[config.mk]
export PLATFORM = sky130hd
export DESIGN_NAME = mc_ctrl_fsm
export DESIGN_NICKNAME = d
export VERILOG_FILES = /design/src/rtl/mc_ctrl_pkg.sv /design/src/rtl/alu_op_decoder.sv /design/src/rtl/mc_ctrl_fsm.sv
export SDC_FILE = /design/constraint.sdc
export NUM_CORES = 1
export LEC_CHECK = 0
export ABC_AREA = 0
export CAP_MARGIN = 10
export CORE_MARGIN = 4
export CORE_UTILIZATION = 34
export CTS_BUF_LIST = sky130_fd_sc_hd__clkbuf_4
export CTS_CLUSTER_SIZE = 8
export DETAILED_ROUTE_END_ITERATION = 16
export GPL_ROUTABILITY_DRIVEN = 0
export PLACE_DENSITY = 0.84
export SETUP_SLACK_MARGIN = 0.2
export SLEW_MARGIN = 30
export SYNTH_ARGS = -nofsm -noshare
export SYNTH_HDL_FRONTEND = slang
export SYNTH_SLANG_ARGS = --single-unit
[constraint.sdc]
create_clock -name clk -period 2.9 [get_ports clk]
set_input_delay 0.29 -clock clk [delete_from_list [all_inputs] [get_ports clk]]
set_output_delay 0.29 -clock clk [all_outputs]
set_load 0.03 [all_outputs]
[src/rtl/mc_ctrl_pkg.sv]
// Shared encodings for the multi-cycle control unit: opcodes, ALU ops,
// FSM states, datapath mux selects and the control-word struct.
package mc_ctrl_pkg;

  localparam logic [6:0] OPC_R      = 7'b0110011;
  localparam logic [6:0] OPC_I      = 7'b0010011;
  localparam logic [6:0] OPC_LOAD   = 7'b0000011;
  localparam logic [6:0] OPC_STORE  = 7'b0100011;
  localparam logic [6:0] OPC_BRANCH = 7'b1100011;
  localparam logic [6:0] OPC_LUI    = 7'b0110111;
  localparam logic [6:0] OPC_JAL    = 7'b1101111;

  typedef enum logic [3:0] {
    ALU_ADD  = 4'b0000,
    ALU_SLL  = 4'b0001,
    ALU_SLT  = 4'b0010,
    ALU_SLTU = 4'b0011,
    ALU_XOR  = 4'b0100,
    ALU_SRL  = 4'b0101,
    ALU_SRA  = 4'b0110,
    ALU_OR   = 4'b0111,
    ALU_AND  = 4'b1000,
    ALU_SUB  = 4'b1001
  } alu_op_e;

  typedef enum logic [2:0] {
    ST_BOOT,
    ST_FETCH,
    ST_DECODE,
    ST_EXEC,
    ST_MEM,
    ST_WB,
    ST_TRAP
  } state_e;

  typedef enum logic [1:0] {
    SRCA_RS1   = 2'd0,
    SRCA_OLDPC = 2'd1,
    SRCA_ZERO  = 2'd2
  } src_a_e;

  typedef enum logic [1:0] {
    SRCB_RS2  = 2'd0,
    SRCB_IMM  = 2'd1,
    SRCB_FOUR = 2'd2
  } src_b_e;

  typedef enum logic [1:0] {
    WB_ALUOUT = 2'd0,
    WB_MEM    = 2'd1,
    WB_PC     = 2'd2
  } wb_sel_e;

  // One control word per cycle; the top drives every output port from it.
  typedef struct packed {
    alu_op_e alu_op;
    src_a_e  src_a;
    src_b_e  src_b;
    logic    mem_req;
    logic    mem_we;
    logic    iord;
    logic    ir_we;
    logic    pc_we;
    logic    pc_sel;
    logic    aluout_we;
    logic    reg_we;
    wb_sel_e wb_sel;
    logic    illegal;
  } ctrl_t;

  function automatic logic opc_supported(input logic [6:0] opc);
    return (opc == OPC_R)      || (opc == OPC_I)   || (opc == OPC_LOAD) ||
           (opc == OPC_STORE)  || (opc == OPC_BRANCH) ||
           (opc == OPC_LUI)    || (opc == OPC_JAL);
  endfunction

endpackage

[src/rtl/alu_op_decoder.sv]
// Maps (opcode, funct3, funct7[5]) onto the ALU op code for R/I-type
// arithmetic; the inverse of the ALU's own op table.
import mc_ctrl_pkg::*;

module alu_op_decoder (
  input  logic [6:0] opcode,
  input  logic [2:0] funct3,
  input  logic       funct7_b5,
  output alu_op_e    alu_op
);

  always_comb begin
    alu_op = ALU_ADD;
    case (funct3)
      // Immediate forms have no subtract; bit 30 there is immediate data.
      3'b000: if (opcode == OPC_R && funct7_b5) alu_op = ALU_SUB;
              else                              alu_op = ALU_ADD;
      3'b001: alu_op = ALU_SLL;
      3'b010: alu_op = ALU_SLT;
      3'b011: alu_op = ALU_SLTU;
      3'b100: alu_op = ALU_XOR;
      3'b101: if (funct7_b5) alu_op = ALU_SRA;
              else           alu_op = ALU_SRL;
      3'b110: alu_op = ALU_OR;
      3'b111: alu_op = ALU_AND;
      default: alu_op = ALU_ADD;
    endcase
  end

endmodule

[src/rtl/mc_ctrl_fsm.sv]
// Multi-cycle RV32I control FSM: sequences FETCH/DECODE/EXEC/MEM/WB and
// drives ALU op, datapath mux selects and enables from state + instruction.
import mc_ctrl_pkg::*;

module mc_ctrl_fsm (
  input  logic        clk,
  input  logic        rst_n,
  input  logic [31:0] instr_i,
  input  logic        mem_ready_i,
  input  logic        zero_i,
  output logic [3:0]  alu_op_o,
  output logic [1:0]  alu_src_a_o,
  output logic [1:0]  alu_src_b_o,
  output logic        mem_req_o,
  output logic        mem_we_o,
  output logic        iord_o,
  output logic        ir_we_o,
  output logic        pc_we_o,
  output logic        pc_sel_o,
  output logic        aluout_we_o,
  output logic        reg_we_o,
  output logic [1:0]  wb_sel_o,
  output logic        illegal_o
);

  state_e     state;
  ctrl_t      ctrl;
  alu_op_e    dec_op;
  logic [6:0] opc;
  logic [2:0] f3;
  logic       br_ok;
  logic       is_load;
  logic       is_store;
  logic       unused_instr;

  assign opc      = instr_i[6:0];
  assign f3       = instr_i[14:12];
  assign br_ok    = (f3[2:1] == 2'b00);
  assign is_load  = (opc == OPC_LOAD);
  assign is_store = (opc == OPC_STORE);
  assign unused_instr = ^{instr_i[31], instr_i[29:15], instr_i[11:7]};

  alu_op_decoder u_dec (
    .opcode    (opc),
    .funct3    (f3),
    .funct7_b5 (instr_i[30]),
    .alu_op    (dec_op)
  );

  always_ff @(posedge clk or negedge rst_n) begin
    if (!rst_n) begin
      state <= ST_BOOT;
    end else begin
      case (state)
        ST_BOOT:   state <= ST_FETCH;
        ST_FETCH:  if (mem_ready_i) state <= ST_DECODE;
        ST_DECODE: state <= opc_supported(opc) ? ST_EXEC : ST_TRAP;
        ST_EXEC: begin
          case (opc)
            OPC_R, OPC_I, OPC_LUI: state <= ST_WB;
            OPC_LOAD, OPC_STORE:   state <= ST_MEM;
            OPC_BRANCH:            state <= br_ok ? ST_FETCH : ST_TRAP;
            OPC_JAL:               state <= ST_FETCH;
            default:               state <= ST_TRAP;
          endcase
        end
        ST_MEM:    if (mem_ready_i) state <= is_store ? ST_FETCH : ST_WB;
        ST_WB:     state <= ST_FETCH;
        ST_TRAP:   state <= ST_TRAP;
        default:   state <= ST_BOOT;
      endcase
    end
  end

  // Moore decode; only FETCH/EXEC enables look at ready/zero this cycle.
  always_comb begin
    ctrl = '0;
    case (state)
      ST_FETCH: begin
        ctrl.mem_req = 1'b1;
        ctrl.src_a   = SRCA_OLDPC;
        ctrl.src_b   = SRCB_FOUR;
        ctrl.alu_op  = ALU_ADD;
        ctrl.ir_we   = mem_ready_i;
        ctrl.pc_we   = mem_ready_i;
      end
      ST_DECODE: begin
        // Branch/JAL target precomputed into aluout here.
        ctrl.src_a     = SRCA_OLDPC;
        ctrl.src_b     = SRCB_IMM;
        ctrl.alu_op    = ALU_ADD;
        ctrl.aluout_we = 1'b1;
      end
      ST_EXEC: begin
        case (opc)
          OPC_R: begin
            ctrl.alu_op    = dec_op;
            ctrl.aluout_we = 1'b1;
          end
          OPC_I: begin
            ctrl.src_b     = SRCB_IMM;
            ctrl.alu_op    = dec_op;
            ctrl.aluout_we = 1'b1;
          end
          OPC_LOAD, OPC_STORE: begin
            ctrl.src_b     = SRCB_IMM;
            ctrl.alu_op    = ALU_ADD;
            ctrl.aluout_we = 1'b1;
          end
          OPC_BRANCH: begin
            if (br_ok) begin
              ctrl.alu_op = ALU_SUB;
              ctrl.pc_we  = f3[0] ? ~zero_i : zero_i;
              ctrl.pc_sel = 1'b1;
            end
          end
          OPC_LUI: begin
            ctrl.src_a     = SRCA_ZERO;
            ctrl.src_b     = SRCB_IMM;
            ctrl.alu_op    = ALU_ADD;
            ctrl.aluout_we = 1'b1;
          end
          OPC_JAL: begin
            ctrl.reg_we = 1'b1;
            ctrl.wb_sel = WB_PC;
            ctrl.pc_we  = 1'b1;
            ctrl.pc_sel = 1'b1;
          end
          default: ;
        endcase
      end
      ST_MEM: begin
        ctrl.mem_req = 1'b1;
        ctrl.iord    = 1'b1;
        ctrl.mem_we  = is_store;
      end
      ST_WB: begin
        ctrl.reg_we = 1'b1;
        ctrl.wb_sel = is_load ? WB_MEM : WB_ALUOUT;
      end
      ST_TRAP: ctrl.illegal = 1'b1;
      default: ;
    endcase
  end

  assign alu_op_o    = ctrl.alu_op;
  assign alu_src_a_o = ctrl.src_a;
  assign alu_src_b_o = ctrl.src_b;
  assign mem_req_o   = ctrl.mem_req;
  assign mem_we_o    = ctrl.mem_we;
  assign iord_o      = ctrl.iord;
  assign ir_we_o     = ctrl.ir_we;
  assign pc_we_o     = ctrl.pc_we;
  assign pc_sel_o    = ctrl.pc_sel;
  assign aluout_we_o = ctrl.aluout_we;
  assign reg_we_o    = ctrl.reg_we;
  assign wb_sel_o    = ctrl.wb_sel;
  assign illegal_o   = ctrl.illegal;

endmodule

==> metrics.md <==
| Metric | Value |
|---|---|
| Die area | `2550 µm²` |
| FF-to-FF End | `state[0]` |
| Largest net degree at the start of global routing | `13` |
| Fraction of layout cells with a size suffix above 1 | `~15%` |
| CP arrival | `2480 ps` |
| Gr usage total | `approximately 16%` |
| Complex-gate fraction of the synthesized area | `29.4%` |
| ANT cells | `0` |
| Slew Limit Fails | `0` |
| Top reg by flops | `state` |
| Site Rows | `15` |
| Simple-gate share of the synthesized area | `48.8%` |
| Net switching power | `324 µW` |
| Switching Share | `51.1%` |
| Largest family of logic cells by synthesized area | `simple AND/OR/NAND/NOR gates` |
| # hold bufs at CTS | `0` |
| # IOs | `55` |
| R2R depth | `4` |
| Final Hold Fails | `0` |
| Clock Latency Late Sink | `250 ps` |
| Count of cell types in the netlist | `37` |
| Root Driver | `clkbuf_4` |
| EDFF count, synth | `0` |
| # nets final | `168` |
| Max-slew headroom | `slightly above 70%` |
| Via density | `between 5 and 6` |
| Clk pwr share | `14.5%` |
| Synth Area in XOR/XNOR | `2.86%` |
| Multiplexer share of the synthesized area | `0%` |
| CTS tree | `built` |
| Share of the synthesized area in the top cell type | `12.2%` |
| CP startpoint kind | `primary input` |
| Drt total wl | `2250 µm` |
| Leakage | `0.000505 µW` |
| Starting Density | `35.5%` |
| Post-DR wirelength/cell | `around 14 µm` |
| Clock skew | `~2.8 ps` |
| Syn Nets | `127` |
| Status | `finished, final reports clean` |
| Tmin final | `2770 ps` |
| Yosys reg bits | `3` |
| Initial antenna violation count | `0` |
| Final setup fails | `0` |
| Crit-path max FO | `5` |
| Sequential fraction of the synthesis area | `about an eighth` |
| Ys Warns | `0` |
| Post-Syn Area per Cell | `6.74 µm²` |
| Post-DRT Antenna Nets | `0` |
| H-tree lvl count | `1` |
| Drt drc | `0` |
| CTS Sinks | `3` |
| PortBufs | `33` |
| DRT Pass-1 Iters | `4` |
| Die Width | `slightly above 50 µm` |
| Placed cell area | `1010 µm²` |
| Layout overhead on the synthesized area | `71.2%` |
| DIE HEIGHT | `50.5 µm` |
| Fill count | `174` |
| Post-layout total power | `between 600 and 700 µW` |
| Flip-flop count of the largest register after layout | `3` |
| First-pass GRT wire length | `about 3300 µm` |
| RSZ-0062 raised after global routing | `true` |
| Routed vias | `about 850` |
| Core Box Area | `1730 µm²` |
| Max Cap Viol | `0` |
| Global route overflow | `0` |
| Cell area after synthesis | `613 µm²` |
| Fin crit share | `95.4%` |
| Sequential power share | `between 15 and 20%` |
| CP required | `about 2600 ps` |
| Worst-path clk slew | `~40 ps` |
| Vias in the first global route | `~760` |
| Setup crit start | `instr_i[2]` |
| Register-to-register setup slack | `1110 ps` |
| Reg-to-Reg Start | `state[2]` |
| Crit Path Category | `in2out` |
| Adder-Cell Fraction of Synth Area | `0%` |
| Most used DFF post-synth | `dfrtp_1` |
| Clk buf depth | `2` |
| Hold_ws | `219 ps` |
| Power share of the combinational group | `67.7%` |
| Initial detailed-routing violation count | `31` |
| Hold WC Path Type | `in2async` |
| Worst-Margin Slew | `432 ps` |
| Detailed Place HPWL | `1700 µm` |
| Fraction of registers with async set or reset after synthesis | `100%` |
| Internal | `309 µW` |
| Layout Utilization | `60.8%` |
| CTS buffer count | `3` |
| Design Area, Final | `1050 µm²` |
| Worst VDD drop | `0.000390 V` |
| Yosys top cell by area | `dfrtp_1` |
| CP endpoint kind | `primary output` |
| Largest registers | `state (3)` |
| Largest cells by area after synthesis | `dfrtp_1 (12%), nand2_1 (8.6%), nand2b_1 (7.1%)` |
| Synth Instances | `91` |
| Fmax | `362 MHz` |
| CP Capture Point | `alu_op_o[3]` |
| Pwr per Cell Area | `603 nW/µm²` |
| TNS Setup | `0 ps` |
==> area by class of cell <==
class                      instances  area (µm²)  area share [%]
clock buffer                       4        30.0            2.86
inverter                           4        15.0            1.43
multi-input combinational         79         503            47.9
sequential                         3        75.1            7.15
tap                               25        31.3            2.98
timing repair buffer              41         395            37.7
==> power by group through the flow <==
stage          sequential, µW  combinational, µW  clock [µW]
4_1_cts                   110                428        91.4
2_1_floorplan            68.2                307           0
3_5_place_dp              110                430           0
3_3_place_gp              108                422           0
6_report                  113                429        91.8
5_1_grt                   117                457        97.2
==> cells in the mapped netlist (2+ instances only) <==
cell type   n
xnor2_1     2
nor2b_1     2
nor2_1      8
nand3_1     3
a21oi_1     3
dfrtp_1     3
a31oi_1     2
inv_1       4
o21ai_0     5
nand3b_1    3
nand2b_1    7
nor4_1      2
a2111oi_0   3
clkbuf_1    4
nor3_1      4
nor3b_1     2
nand2_1    14
==> critical path, cell delays in order <==
cell and delay [ps]:
clkdlybuf4s50_1 520, nand4bb_1 350, a2111oi_2 400, o21ai_0 160, nand2_1 90, clkdlybuf4s50_1 660
==> kinds of logic (layout without fill, tap and decap cells) <==
logic type / count (synthesis) / after routing
AND/OR/NAND/NOR: 54 / 54
AO/OA/AOI/OAI: 23 / 23
XOR/XNOR: 2 / 2
buffers and inverters: 9 / 49
flip-flops: 3 / 3
==> through the flow <==
step / setup WS, ps / std cells
detailed placement: 70.9 / 152
global route: -2.82 / 156
global placement: 109 / 152
CTS: 137 / 156
finish: 134 / 156
floorplan: 710 / 91
==> layer usage <==
| layer | vias up | share of wire [%] | global-route usage [%] | routed length [µm] |
|---|---|---|---|---|
| met5 | - | 0 | 0 | 0 |
| met4 | 0 | 0.93 | 5.83 | 21 |
| met3 | 2 | 8.0 | 3.26 | 179 |
| met2 | 43 | 51 | 29.8 | 1160 |
| met1 | 394 | 40 | 18.9 | 890 |
| li1 | 415 | - | - | - |
==> how the worst min path moves through the flow <==
stage | start | end | slack, ps | cells past startpoint
2_1_floorplan | rst_n | state[0] | -6 | 0
3_3_place_gp | rst_n | state[2] | 480 | 1
3_5_place_dp | rst_n | state[2] | 480 | 1
4_1_cts | rst_n | state[2] | 220 | 1
5_1_grt | rst_n | state[2] | 220 | 1
6_report | rst_n | state[2] | 220 | 1
==> what timing repair did <==
| action | CTS | global route |
|---|---|---|
| endpoints found under the setup margin | 5 | 6 |
| setup buffers | 0 | 0 |
| resized for setup | 5 | 6 |
==> cells in the final DEF, fill, tap and decap left out, types with 2 or more instances in the layout <==
| cell | instances |
|---|---|
| inv_1 | 4 |
| clkdlybuf4s50_1 | 23 |
| nor4_1 | 2 |
| o21ai_0 | 5 |
| xnor2_1 | 2 |
| a2111oi_0 | 2 |
| clkbuf_4 | 4 |
| dfrtp_1 | 3 |
| a31oi_1 | 2 |
| nor3b_1 | 2 |
| nand3_1 | 3 |
| nor3_1 | 4 |
| nor2b_1 | 2 |
| dlymetal6s2s_1 | 5 |
| nand2b_1 | 7 |
| buf_4 | 9 |
| dlygate4sd2_1 | 4 |
| nor2_1 | 8 |
| nand3b_1 | 3 |
| nand2_1 | 14 |
| a21oi_1 | 3 |
Note: power is estimated with default switching activity, not from simulation.
